==> src/rtl/pix_row_scheduler.sv <==
// pix_row_scheduler: per-PE 5-pixel row stores feeding one shared pixel stream.
// Each PE slot is used PE_index+1 times for its first row and KSIZE times for later rows.
// Pending PEs are arbitrated round-robin. Each granted use streams the 9-beat 3x3 window
// sequence p4,p3,p2, p3,p2,p1, p2,p1,p0.
// Optional feature macro: PIX_SCHED_STALL_CNT_EN adds a saturating stall_cnt output.
module pix_row_scheduler #(
  parameter int DWIDTH = 8,
  parameter int NUM_PE = 3,
  parameter int KSIZE  = 3,
  localparam int PEW   = ($clog2(NUM_PE) > 0) ? $clog2(NUM_PE) : 1
) (
  input  logic                  clk,
  input  logic                  rst_n,
  input  logic                  row_valid,
  output logic                  row_ready,
  input  logic [5*DWIDTH-1:0]   row_data,
  input  logic [PEW-1:0]        row_pe,
  output logic                  pix_valid,
  input  logic                  pix_ready,
  output logic [DWIDTH-1:0]     pix_data,
  output logic [PEW-1:0]        pix_pe,
  output logic                  use_done,
`ifdef PIX_SCHED_STALL_CNT_EN
  output logic [31:0]           stall_cnt,
`endif
  output logic                  err_pe
);

  // Use counters must hold both the largest first-row count and KSIZE.
  localparam int MAXU = (NUM_PE > KSIZE) ? NUM_PE : KSIZE;
  localparam int UW   = $clog2(MAXU + 1);

  typedef enum logic {IDLE, STREAM} state_t;

  state_t                state_reg, state_next;
  logic [5*DWIDTH-1:0]   slot_reg [NUM_PE];
  logic [UW-1:0]         uses_left_reg [NUM_PE];
  logic [NUM_PE-1:0]     first_reg;
  logic [NUM_PE-1:0]     pending;
  logic [PEW-1:0]        rr_reg, rr_next;
  logic [PEW-1:0]        grant_reg, grant_next;
  logic [3:0]            beat_reg, beat_next;
  logic                  use_done_reg;
  logic                  err_pe_reg;
  logic                  row_accept;
  logic                  row_in_range;
  logic                  last_accept;
  logic                  any_pending;
  logic [PEW-1:0]        search_pe;
  logic [2:0]            pix_idx;

  genvar gi;
  generate
    for (gi = 0; gi < NUM_PE; gi++) begin : g_pending
      assign pending[gi] = (uses_left_reg[gi] != '0);
    end
  endgenerate

  assign row_in_range = (int'(row_pe) < NUM_PE);
  assign row_accept   = row_valid && row_ready;
  assign pix_valid    = (state_reg == STREAM);
  assign pix_pe       = grant_reg;
  assign use_done     = use_done_reg;
  assign err_pe       = err_pe_reg;

  // Ready when the target slot is idle; out-of-range targets are always taken (and flagged).
  always_comb begin
    row_ready = 1'b1;
    for (int k = 0; k < NUM_PE; k++) begin
      if ((int'(row_pe) == k) && pending[k]) row_ready = 1'b0;
    end
  end

  // Round-robin search: first pending PE at or above rr_reg, wrapping.
  always_comb begin
    int idx;
    idx         = 0;
    any_pending = 1'b0;
    search_pe   = '0;
    for (int i = NUM_PE - 1; i >= 0; i--) begin
      idx = int'(rr_reg) + i;
      if (idx >= NUM_PE) idx = idx - NUM_PE;
      if (pending[idx]) begin
        any_pending = 1'b1;
        search_pe   = PEW'(idx);
      end
    end
  end

  // Next-state logic: grant in IDLE, walk 9 beats in STREAM, release after beat 8.
  always_comb begin
    state_next  = state_reg;
    grant_next  = grant_reg;
    beat_next   = beat_reg;
    rr_next     = rr_reg;
    last_accept = 1'b0;
    case (state_reg)
      IDLE: begin
        if (any_pending) begin
          state_next = STREAM;
          grant_next = search_pe;
          beat_next  = 4'd0;
        end
      end
      STREAM: begin
        if (pix_ready) begin
          if (beat_reg == 4'd8) begin
            last_accept = 1'b1;
            state_next  = IDLE;
            beat_next   = 4'd0;
            rr_next     = (int'(grant_reg) == NUM_PE - 1) ? '0 : grant_reg + PEW'(1);
          end else begin
            beat_next = beat_reg + 4'd1;
          end
        end
      end
      default: state_next = IDLE;
    endcase
  end

  // FSM, grant, beat counter and round-robin pointer registers.
  always_ff @(posedge clk or negedge rst_n) begin
    if (!rst_n) begin
      state_reg <= IDLE;
      grant_reg <= '0;
      beat_reg  <= 4'd0;
      rr_reg    <= '0;
    end else begin
      state_reg <= state_next;
      grant_reg <= grant_next;
      beat_reg  <= beat_next;
      rr_reg    <= rr_next;
    end
  end

  // Slot storage and use accounting; a load and a decrement never hit the same slot.
  always_ff @(posedge clk or negedge rst_n) begin
    if (!rst_n) begin
      first_reg <= '1;
      for (int k = 0; k < NUM_PE; k++) begin
        slot_reg[k]      <= '0;
        uses_left_reg[k] <= '0;
      end
    end else begin
      for (int k = 0; k < NUM_PE; k++) begin
        if (row_accept && (int'(row_pe) == k)) begin
          slot_reg[k]      <= row_data;
          uses_left_reg[k] <= first_reg[k] ? UW'(k + 1) : UW'(KSIZE);
          first_reg[k]     <= 1'b0;
        end else if (last_accept && (int'(grant_reg) == k)) begin
          uses_left_reg[k] <= uses_left_reg[k] - UW'(1);
        end
      end
    end
  end

  // use_done pulse after the final beat, sticky out-of-range error flag.
  always_ff @(posedge clk or negedge rst_n) begin
    if (!rst_n) begin
      use_done_reg <= 1'b0;
      err_pe_reg   <= 1'b0;
    end else begin
      use_done_reg <= last_accept;
      if (row_accept && !row_in_range) err_pe_reg <= 1'b1;
    end
  end

  // Window order: beat s selects pixel 4 - s/3 - s%3.
  always_comb begin
    case (beat_reg)
      4'd0:    pix_idx = 3'd4;
      4'd1:    pix_idx = 3'd3;
      4'd2:    pix_idx = 3'd2;
      4'd3:    pix_idx = 3'd3;
      4'd4:    pix_idx = 3'd2;
      4'd5:    pix_idx = 3'd1;
      4'd6:    pix_idx = 3'd2;
      4'd7:    pix_idx = 3'd1;
      default: pix_idx = 3'd0;
    endcase
  end

  // Output data is zero outside a stream so the reset/idle value is well defined.
  always_comb begin
    pix_data = '0;
    if (pix_valid) pix_data = slot_reg[grant_reg][int'(pix_idx)*DWIDTH +: DWIDTH];
  end

`ifdef PIX_SCHED_STALL_CNT_EN
  logic [31:0] stall_cnt_reg;
  assign stall_cnt = stall_cnt_reg;

  // Saturating count of cycles a presented beat was refused.
  always_ff @(posedge clk or negedge rst_n) begin
    if (!rst_n) begin
      stall_cnt_reg <= 32'd0;
    end else if (pix_valid && !pix_ready && (stall_cnt_reg != 32'hFFFF_FFFF)) begin
      stall_cnt_reg <= stall_cnt_reg + 32'd1;
    end
  end
`endif

endmodule
==> config.mk <==
export PLATFORM = sky130hd
export DESIGN_NAME = pix_row_scheduler
export DESIGN_NICKNAME = d
export VERILOG_FILES = /design/src/rtl/pix_row_scheduler.sv
export SDC_FILE = /design/constraint.sdc
export NUM_CORES = 1
export LEC_CHECK = 0
export CORE_MARGIN = 3
export CORE_UTILIZATION = 35
export DETAILED_ROUTE_END_ITERATION = 16
export DONT_BUFFER_PORTS = 1
export PLACE_DENSITY = 0.57
export SYNTH_ARGS = -nofsm -noshare
export SYNTH_HDL_FRONTEND = slang
export SYNTH_SLANG_ARGS = --single-unit
==> constraint.sdc <==
create_clock -name clk -period 2.5 [get_ports clk]
set_input_delay 0.125 -clock clk [delete_from_list [all_inputs] [get_ports clk]]
set_output_delay 0.125 -clock clk [all_outputs]
set_load 0.005 [all_outputs]
==> results.sh, run 1 <==
export IMPL_synthFlopType="dfrtp_1"
export IMPL_dieHeight_um=146.7
export IMPL_end_kind="output port"
export IMPL_yosysWarnings=0
export IMPL_fp_row_count=50
export IMPL_total_leakage_power_uw=0.003827
export IMPL_final_antenna_net_count=0
export IMPL_relSlewSlack_pct=69.54
export IMPL_diodes=0
export IMPL_arrival_ns=2.27
export IMPL_skew_ns=0.005528
export IMPL_powerDensity_nw_per_um2=1191
export IMPL_ys_ff_latch=139
export IMPL_overflow=0
export IMPL_clkPwrFrac_pct=25.1
export IMPL_cts_max_path_buffers=2
export IMPL_min_period_over_period_pct=95.64
export IMPL_final_hold_viol_count=139
export IMPL_syn_avg_cell_area_um2=13.35
export IMPL_area_growth_pct=19.81
export IMPL_cp_cell_sequence="inv_1 -> ha_2 -> or3b_4 -> a21oi_4 -> or3b_4 -> o221ai_1"
export IMPL_dp_slack_ns=0.3059
export IMPL_drive_gt1_share_pct=38.84
export IMPL_synthesis_nets=577
export IMPL_min_path_type="in2async"
export IMPL_syn_area_um2=6929
export IMPL_async_reset_ff_share_pct=100.0
export IMPL_comb_power_share_pct=38.7
export IMPL_crit_type="reg2out"
export IMPL_synth_edf_count=0
export IMPL_synth_compound_area_share_pct=10.20
export IMPL_insertion_delay_ns=0.42
export IMPL_max_freq_mhz=418.2
export IMPL_syn_inst=519
export IMPL_path_clk_slew_ns=0.06
export IMPL_rsz0062_at_grt="no"
export IMPL_yosys_area_share_simple_pct=5.471
export IMPL_critical_path_top_cell_by_count="or3b_4"
export IMPL_setup_viol_count_final=0
export IMPL_max_stage_delay_ns=0.42
export IMPL_routed_wl_um=17320
export IMPL_yosysSeqAreaShare_pct=50.23
export IMPL_crit_path_top_delay_cell="or3b_4"
export IMPL_synth_adder_area_share_pct=2.167
export IMPL_mostFrequentLayoutCells="mux2_2, dfrtp_1, dlygate4sd3_1, buf_4, mux2i_1"
export IMPL_viasPerCell=5.349
export IMPL_cts_max_level=4
export IMPL_final_nets=632
export IMPL_drc_errors=0
export IMPL_dp_cells=763
export IMPL_grt_max_degree=140
export IMPL_grt_pass1_vias=4815
export IMPL_die_x_um=146.7
export IMPL_period_needed_ns=2.391
export IMPL_synthXorXnorAreaFrac_pct=0.3792
export IMPL_io_pins=60
export IMPL_hpwlAfterDp_um=11300
export IMPL_antenna_found_initial=0
export IMPL_cp_start_kind="flop"
export IMPL_tightestPinTransition_ns=0.4552
export IMPL_final_common_cell="mux2_2"
export IMPL_cts_sinks=139
export IMPL_io_buffers=0
export IMPL_die_area_um2=21520
export IMPL_cts_buffers=17
export IMPL_drt_iter0_drc=176
export IMPL_finalWorstSetupSlack_ns=0.1090
export IMPL_start_util_pct=36.31
export IMPL_violations="hold timing"
export IMPL_drt_pass1_iter_count=4
export IMPL_grt_pass1_wl_um=27660
export IMPL_stdcell_count=847
export IMPL_swShare_pct=33.84
export IMPL_startpoint="beat_reg[0]"
export IMPL_cts_tree="yes"
export IMPL_synth_distinct_cells=58
export IMPL_core_area_um2=19080
export IMPL_globalplace_congestion=0.8273
export IMPL_largest_register_ffs=120
export IMPL_vdd_drop_max_mv=0.5774
export IMPL_cts_root_buf="clkbuf_16"
export IMPL_hold_ws_ns=-0.5994
export IMPL_via_count=4531
export IMPL_wl_per_cell_um=20.45
export IMPL_tns_ns=0
export IMPL_crit_fanout=8
export IMPL_worstPathRequired_ns=2.38
export IMPL_run_status="finished, violations left"
export IMPL_grt_usage_pct=16.50
export IMPL_power_internal_uw=6543
export IMPL_synth_top_family_by_area="multiplexers"
export IMPL_maxCapViolCount=0
export IMPL_drv_slew=0
export IMPL_r2r_start="rr_reg[0]"
export IMPL_synth_mux_area_fraction_pct=27.43
export IMPL_p_sw_uw=3347
export IMPL_cts_hold_fix_buffers=44
export IMPL_seqPwrFrac_pct=36.2
[power by group through the flow]
stage                     Clock, µW  Sequential (µW)  Combinational (µW)
after floorplan                   0             3360                2860
after global placement            0             3600                3450
after detailed placement          0             3630                3530
after CTS                      2540             3570                3770
after global routing           2650             3670                4140
final                          2490             3580                3830
[critical path: cells and delay by family, from the launching register on]
family / cells / cell delay [ns]
DFF: 1 / 0.40
buffers and inverters: 1 / 0.10
AOI/OAI and AO/OA: 2 / 0.33
adders and majority gates: 1 / 0.20
and+or+nand+nor: 2 / 0.81
[repair_timing]
action,CTS,global route
gates cloned,0,0
resized for setup,5,7
hold endpoints to repair,262,139
setup buffers,7,1
endpoints found under the setup margin,8,7
pin swaps,0,1
[area by class of cell]
type	instances	area, µm²
fill	1763	10780
tap	260	325.3
timing repair buffer	70	660.6
multi-input combinational	333	3187
sequential	139	3487
clock inverter	11	118.9
inverter	13	52.55
clock buffer	21	470.5
[metrics by stage]
| stage | area [µm²] | total power [µW] | utilization (%) |
|---|---|---|---|
| final | 8302 | 9890 | 43.51 |
| after detailed placement | 7181 | 7166 | 37.63 |
| after CTS | 8279 | 9876 | 43.39 |
| after global routing | 8302 | 10460 | 43.51 |
| after floorplan | 6929 | 6222 | - |
| after global placement | 7181 | 7052 | 37.63 |
[cell usage after synthesis (2+ instances only)]
cell type	count	area, µm²
o22ai_1	2	12.51
nor2_1	16	60.06
nand2_1	9	33.78
nand2b_1	3	18.77
a221oi_2	7	105.1
mux2i_1	23	230.2
buf_2	19	95.09
o211ai_1	5	37.54
a211oi_1	2	15.01
a21oi_1	11	55.05
a221oi_1	14	122.6
buf_6	2	22.52
buf_4	5	37.54
o2bb2ai_1	9	78.83
a21o_1	2	15.01
o221ai_1	8	70.07
a41o_1	4	40.04
nand3_1	2	10.01
clkbuf_1	2	7.510
inv_1	12	45.04
and3b_1	2	17.52
a31oi_1	2	12.51
nor3b_1	2	15.01
o21ai_0	11	55.05
clkbuf_2	2	10.01
nor2b_1	6	37.54
and2_1	2	12.51
or3b_1	8	70.07
buf_12	3	60.06
mux2_4	7	105.1
dfstp_2	2	52.55
xnor2_1	3	26.28
ha_1	12	150.1
mux2_2	138	1554
nor3_1	2	10.01
dfrtp_1	137	3428
nand4b_1	2	17.52
[path summary, 6_finish.rpt]
kind	endpoint	slack [ns]	cells after the start
max	pix_data[6]	0.11	6
min	slot_reg[118]	-0.60	0
max reg2reg	beat_reg[0]	0.44	6
min reg2reg	first_reg[0]	0.49	1
max in group asynchronous	first_reg[0]	2.86	0
min in group clk	beat_reg[2]	0.05	4
[routing by layer]
| layer | share of wire, % | wire [µm] | track usage (%) |
|---|---|---|---|
| met1 | 45 | 7857 | 22.03 |
| met2 | 49 | 8552 | 27.29 |
| met3 | 4.0 | 688 | 3.609 |
| met4 | 1.3 | 220 | 4.374 |
| met5 | 0 | 0 | 0 |
[logic make-up after synthesis]
group	after synthesis
xor+xnor	3
fa+ha+maj	12
mux	169
simple gates	62
buf+inv	47
compound gates	87
flops	139
No activity file was read; power rests on OpenSTA's default activity.
==> run 2, diff against run 1 <==
==> constraint.sdc (replaced) <==
create_clock -name clk -period 2.9 [get_ports clk]
set_input_delay 0.145 -clock clk [delete_from_list [all_inputs] [get_ports clk]]
set_output_delay 0.145 -clock clk [all_outputs]
set_load 0.005 [all_outputs]
==> run 2 against run 1 <==
  * The flow still finishes with violations (hold timing)
  * Cell count fell by 2.1%
  * Power fell by 17%
  * Sequential share of layout area up 0.82 points
  * Die area stayed put
  * Via count decreased by 3.5%
  * Global-route usage is 0.96 points lower
  * Routed wire length fell by 5.1%
  * Flip-flop and latch count unchanged
  * Combinational power decreased by 22%
  * Largest power group is now registers
==> results.sh, run 2 (synthesis results as in run 1) <==
export IMPL_run_status="finished, violations left"
export IMPL_violations="hold timing"
export IMPL_wl_per_cell_um=19.83
export IMPL_overflow=0
export IMPL_grt_pass1_vias=4761
export IMPL_endpoint="pix_data[6]"
export IMPL_grt_pass1_wl_um=26430
export IMPL_grt_max_degree=140
export IMPL_diodes=0
export IMPL_met3_usage_pct=3.825
export IMPL_hold_ws_ns=-0.5715
export IMPL_drc_errors=0
export IMPL_worstPathRequired_ns=2.76
export IMPL_stdcell_count=829
export IMPL_mostFrequentLayoutCells="mux2_2, dfrtp_1, dlygate4sd3_1, mux2i_1, clkbuf_16"
export IMPL_drt_iter0_drc=161
export IMPL_period_needed_ns=2.737
export IMPL_post_dp_cell_area_um2=7116
export IMPL_rsz0062_at_grt="no"
export IMPL_drt_pass1_iter_count=4
export IMPL_cp_start_kind="flop"
export IMPL_min_path_type="in2async"
export IMPL_cts_root_buf="clkbuf_16"
export IMPL_start_util_pct=36.31
export IMPL_largest_register_ffs=120
export IMPL_startpoint="beat_reg[0]"
export IMPL_vdd_drop_max_mv=0.4776
export IMPL_arrival_ns=2.59
export IMPL_rr_endpoint="slot_reg[85]"
export IMPL_fillers=1773
export IMPL_routed_wl_um=16440
export IMPL_skew_ns=0.005702
export IMPL_drv_slew=0
export IMPL_rrSetupSlack_ns=0.64
export IMPL_final_hold_viol_count=139
export IMPL_tightestPinTransition_ns=0.6723
export IMPL_crit_fanout=10
export IMPL_finalWorstSetupSlack_ns=0.1634
export IMPL_cts_buffers=17
export IMPL_cts_hold_fix_buffers=43
export IMPL_final_common_cell="mux2_2"
export IMPL_end_kind="output port"
export IMPL_drive_gt1_share_pct=35.33
export IMPL_tns_ns=0
export IMPL_crit_type="reg2out"
export IMPL_r2r_cells=6
export IMPL_post_cts_buffers=0
export IMPL_insertion_delay_ns=0.41
export IMPL_area_growth_pct=17.33
export IMPL_via_count=4371
export IMPL_core_area_um2=19080
export IMPL_cts_sinks=139
export IMPL_busiest_layer="met2"
export IMPL_maxCapViolCount=0
export IMPL_powerDensity_nw_per_um2=1007
export IMPL_io_pins=60
export IMPL_setup_viol_count_final=0
export IMPL_cts_max_path_buffers=2
export IMPL_r2r_start="uses_left_reg[4]"
export IMPL_dieHeight_um=146.7
export IMPL_fp_row_count=50
export IMPL_dp_cells=756
export IMPL_final_area_um2=8130
export IMPL_grt_use_met2_pct=26.53
export IMPL_cts_tree="yes"
export IMPL_io_buffers=0
export IMPL_hpwlAfterDp_um=10990
export IMPL_grt_usage_pct=15.54
export IMPL_die_x_um=146.7
export IMPL_final_antenna_net_count=0
export IMPL_cts_max_level=4
export IMPL_antenna_found_initial=0
export IMPL_grt_util_met1_pct=20.22
export IMPL_min_period_over_period_pct=94.37
export IMPL_final_nets=616
export IMPL_viasPerCell=5.273
export IMPL_globalplace_congestion=0.7802
export IMPL_max_freq_mhz=365.4
export IMPL_total_leakage_power_uw=0.003751
export IMPL_dp_slack_ns=0.5292
export IMPL_relSlewSlack_pct=55.18
export IMPL_die_area_um2=21520
export IMPL_path_clk_slew_ns=0.05
run 2: critical path, cell delays in order, from the launching register on:
cell	delay, ns
dfrtp_1	0.52
inv_1	0.14
ha_1	0.27
or3b_1	0.41
a21oi_4	0.25
or3b_1	0.44
o221ai_1	0.14
run 2: how the worst min path moves through the flow:
stage          depth (start not counted)            end  slack, ns  startpoint
2_1_floorplan                          0    beat_reg[0]      -0.15       rst_n
3_3_place_gp                           0  slot_reg[118]      -0.15       rst_n
3_5_place_dp                           0   slot_reg[77]      -0.15       rst_n
4_1_cts                                0      rr_reg[1]      -0.59       rst_n
5_1_grt                                0  slot_reg[118]      -0.60       rst_n
6_report                               0   slot_reg[34]      -0.57       rst_n
run 2: final cells by class:
| type | count | area (µm²) | area share (%) |
|---|---|---|---|
| clock buffers | 22 | 484.2 | 5.956 |
| clock inverters | 8 | 92.59 | 1.139 |
| inverters | 13 | 48.80 | 0.6002 |
| flip-flops and latches | 139 | 3482 | 42.83 |
| well taps | 260 | 325.3 | 4.001 |
| multi-input cells | 333 | 3172 | 39.01 |
| repair buffers | 54 | 525.5 | 6.464 |
run 2: where the power goes:
group          switching [µW]  leakage (µW)  internal (µW)
registers                 477       0.00182           2630
logic                    1470       0.00164           1500
clock network             771      0.000287           1340
total                    2720       0.00375           5460
run 2: timing repair:
| item | in CTS | in global routing |
|---|---|---|
| endpoints found under the setup margin | 0 | 5 |
| hold endpoints to repair | 261 | 139 |
| gates resized for setup | 0 | 1 |
run 2: per-stage QoR:
step,total power [µW],utilization (%)
global route,8701,42.61
detailed placement,6045,37.29
CTS,8255,42.57
global placement,5941,37.29
finish,8187,42.61
floorplan,5364,-
run 2: layer usage:
| layer | vias up | wire length, µm |
|---|---|---|
| met4 | 0 | 130 |
| li1 | 2017 | - |
| met5 | - | 0 |
| met2 | 85 | 8252 |
| met1 | 2259 | 7491 |
| met3 | 10 | 567 |
==> run 3, diff against run 2 <==
--- a/config.mk
+++ b/config.mk
@@ -9,6 +9,7 @@
 export CORE_UTILIZATION = 35
 export DETAILED_ROUTE_END_ITERATION = 16
 export DONT_BUFFER_PORTS = 1
+export MAX_ROUTING_LAYER = met4
 export PLACE_DENSITY = 0.57
 export SYNTH_ARGS = -nofsm -noshare
 export SYNTH_HDL_FRONTEND = slang
==> run 3 against run 2 <==
  * The flow still finishes with violations (hold timing)
  * Sequential share of layout area stayed put
  * Routed wire length is 0.12% higher
  * Die area stayed put
  * Largest cell class unchanged
  * Largest power group unchanged
==> results.sh, run 3 (synthesis results as in run 1) <==
export IMPL_vdd_drop_max_mv=0.4818
export IMPL_fin_total_pwr_uw=8192
export IMPL_powerDensity_nw_per_um2=1008
export IMPL_cts_sinks=139
export IMPL_cts_buffers=17
export IMPL_routed_wl_um=16460
export IMPL_tightestPinTransition_ns=0.6807
export IMPL_via_count=4380
export IMPL_violations="hold timing"
export IMPL_viasPerCell=5.283
export IMPL_cts_max_path_buffers=2
export IMPL_rsz0062_at_grt="no"
export IMPL_io_pins=60
export IMPL_hpwlAfterDp_um=10990
export IMPL_worstPathRequired_ns=2.76
export IMPL_drc_errors=0
export IMPL_crit_fanout=10
export IMPL_diodes=0
export IMPL_hold_ws_ns=-0.5760
export IMPL_grt_max_degree=140
export IMPL_tns_ns=0
export IMPL_largest_register_ffs=120
export IMPL_path_clk_slew_ns=0.06
export IMPL_cts_hold_fix_buffers=43
export IMPL_core_area_um2=19080
export IMPL_io_buffers=0
export IMPL_end_kind="output port"
export IMPL_final_antenna_net_count=0
export IMPL_drv_slew=0
export IMPL_overflow=0
export IMPL_skew_ns=0.004377
export IMPL_arrival_ns=2.58
export IMPL_final_common_cell="mux2_2"
export IMPL_relSlewSlack_pct=54.62
export IMPL_total_leakage_power_uw=0.003751
export IMPL_grt_pass1_vias=4770
export IMPL_antenna_found_initial=0
export IMPL_final_util_pct=42.61
export IMPL_dp_cells=756
export IMPL_final_nets=616
export IMPL_area_growth_pct=17.33
export IMPL_die_area_um2=21520
export IMPL_min_path_type="in2async"
export IMPL_max_freq_mhz=366.7
export IMPL_fp_row_count=50
export IMPL_mostFrequentLayoutCells="mux2_2, dfrtp_1, dlygate4sd3_1, mux2i_1, clkbuf_16"
export IMPL_start_util_pct=36.31
export IMPL_maxCapViolCount=0
export IMPL_setup_viol_count_final=0
export IMPL_drt_pass1_iter_count=4
export IMPL_stdcell_count=829
export IMPL_cts_max_level=4
export IMPL_crit_type="reg2out"
export IMPL_period_needed_ns=2.727
export IMPL_die_x_um=146.7
export IMPL_run_status="finished, violations left"
export IMPL_cts_root_buf="clkbuf_16"
export IMPL_grt_usage_pct=16.03
export IMPL_grt_pass1_wl_um=26430
export IMPL_dieHeight_um=146.7
export IMPL_drt_iter0_drc=210
export IMPL_cts_tree="yes"
export IMPL_final_hold_viol_count=139
export IMPL_globalplace_congestion=0.7910
export IMPL_cp_start_kind="flop"
export IMPL_insertion_delay_ns=0.42
export IMPL_drive_gt1_share_pct=35.33
export IMPL_min_period_over_period_pct=94.05
export IMPL_wl_per_cell_um=19.86
## run 3: cell counts in the layout (fill, tap and decap cells not counted)
No cell type changed its count.
## run 3: final timing paths
path                       slack [ns]  cells past startpoint            end        startpoint
max in group asynchronous        3.24                      0   first_reg[0]             rst_n
min                             -0.58                      0  slot_reg[113]             rst_n
min in group clk                 0.01                      2    beat_reg[1]         pix_ready
max reg2reg                      0.66                      6   slot_reg[85]  uses_left_reg[4]
max                              0.17                      6    pix_data[6]       beat_reg[0]
min reg2reg                      0.49                      1   first_reg[0]      first_reg[0]
## run 3: cell type report
class	instances	area, µm²
Tap cell	260	325.3
Fill cell	1773	10950
Timing Repair Buffer	54	525.5
Inverter	13	48.80
Clock inverter	8	92.59
Multi-Input combinational cell	333	3172
Sequential cell	139	3482
Clock buffer	22	484.2
## run 3: critical path, stage by stage, from the launching register on
cell and delay, ns:
dfrtp_1 0.51, inv_1 0.14, ha_1 0.27, or3b_1 0.41, a21oi_4 0.25, or3b_1 0.44
o221ai_1 0.13
## run 3: power breakdown
part | total (µW) | switching (µW) | internal (µW) | leakage (µW)
clock network | 2110 | 775 | 1340 | 0.000287
logic | 2980 | 1480 | 1500 | 0.00164
registers | 3100 | 475 | 2630 | 0.00182
total | 8190 | 2730 | 5460 | 0.00375
## run 3: timing repair
| item | 4_1_cts | 5_1_grt |
|---|---|---|
| endpoints found under the hold margin | 261 | 139 |
| buffers inserted | 0 | 0 |
| endpoints found under the setup margin | 0 | 5 |
| gates resized for setup | 0 | 1 |
## run 3: per-layer routing
metal  wire (µm)  part of all wire [%]  track usage [%]  up-vias
met2        8232                    50            26.43       82
met5           0                     0                -        -
met3         629                   3.8            3.640       14
met4         171                   1.0            3.481        0
met1        7428                    45            20.32     2269
li1            -                     -                -     2015
## run 3: stage by stage
| stage | setup slack (ns) | area, µm² |
|---|---|---|
| 2_1_floorplan | 1.001 | 6929 |
| 3_3_place_gp | 0.6037 | 7116 |
| 3_5_place_dp | 0.5292 | 7116 |
| 4_1_cts | 0.06748 | 8123 |
| 5_1_grt | 0.04550 | 8130 |
| 6_report | 0.1727 | 8130 |
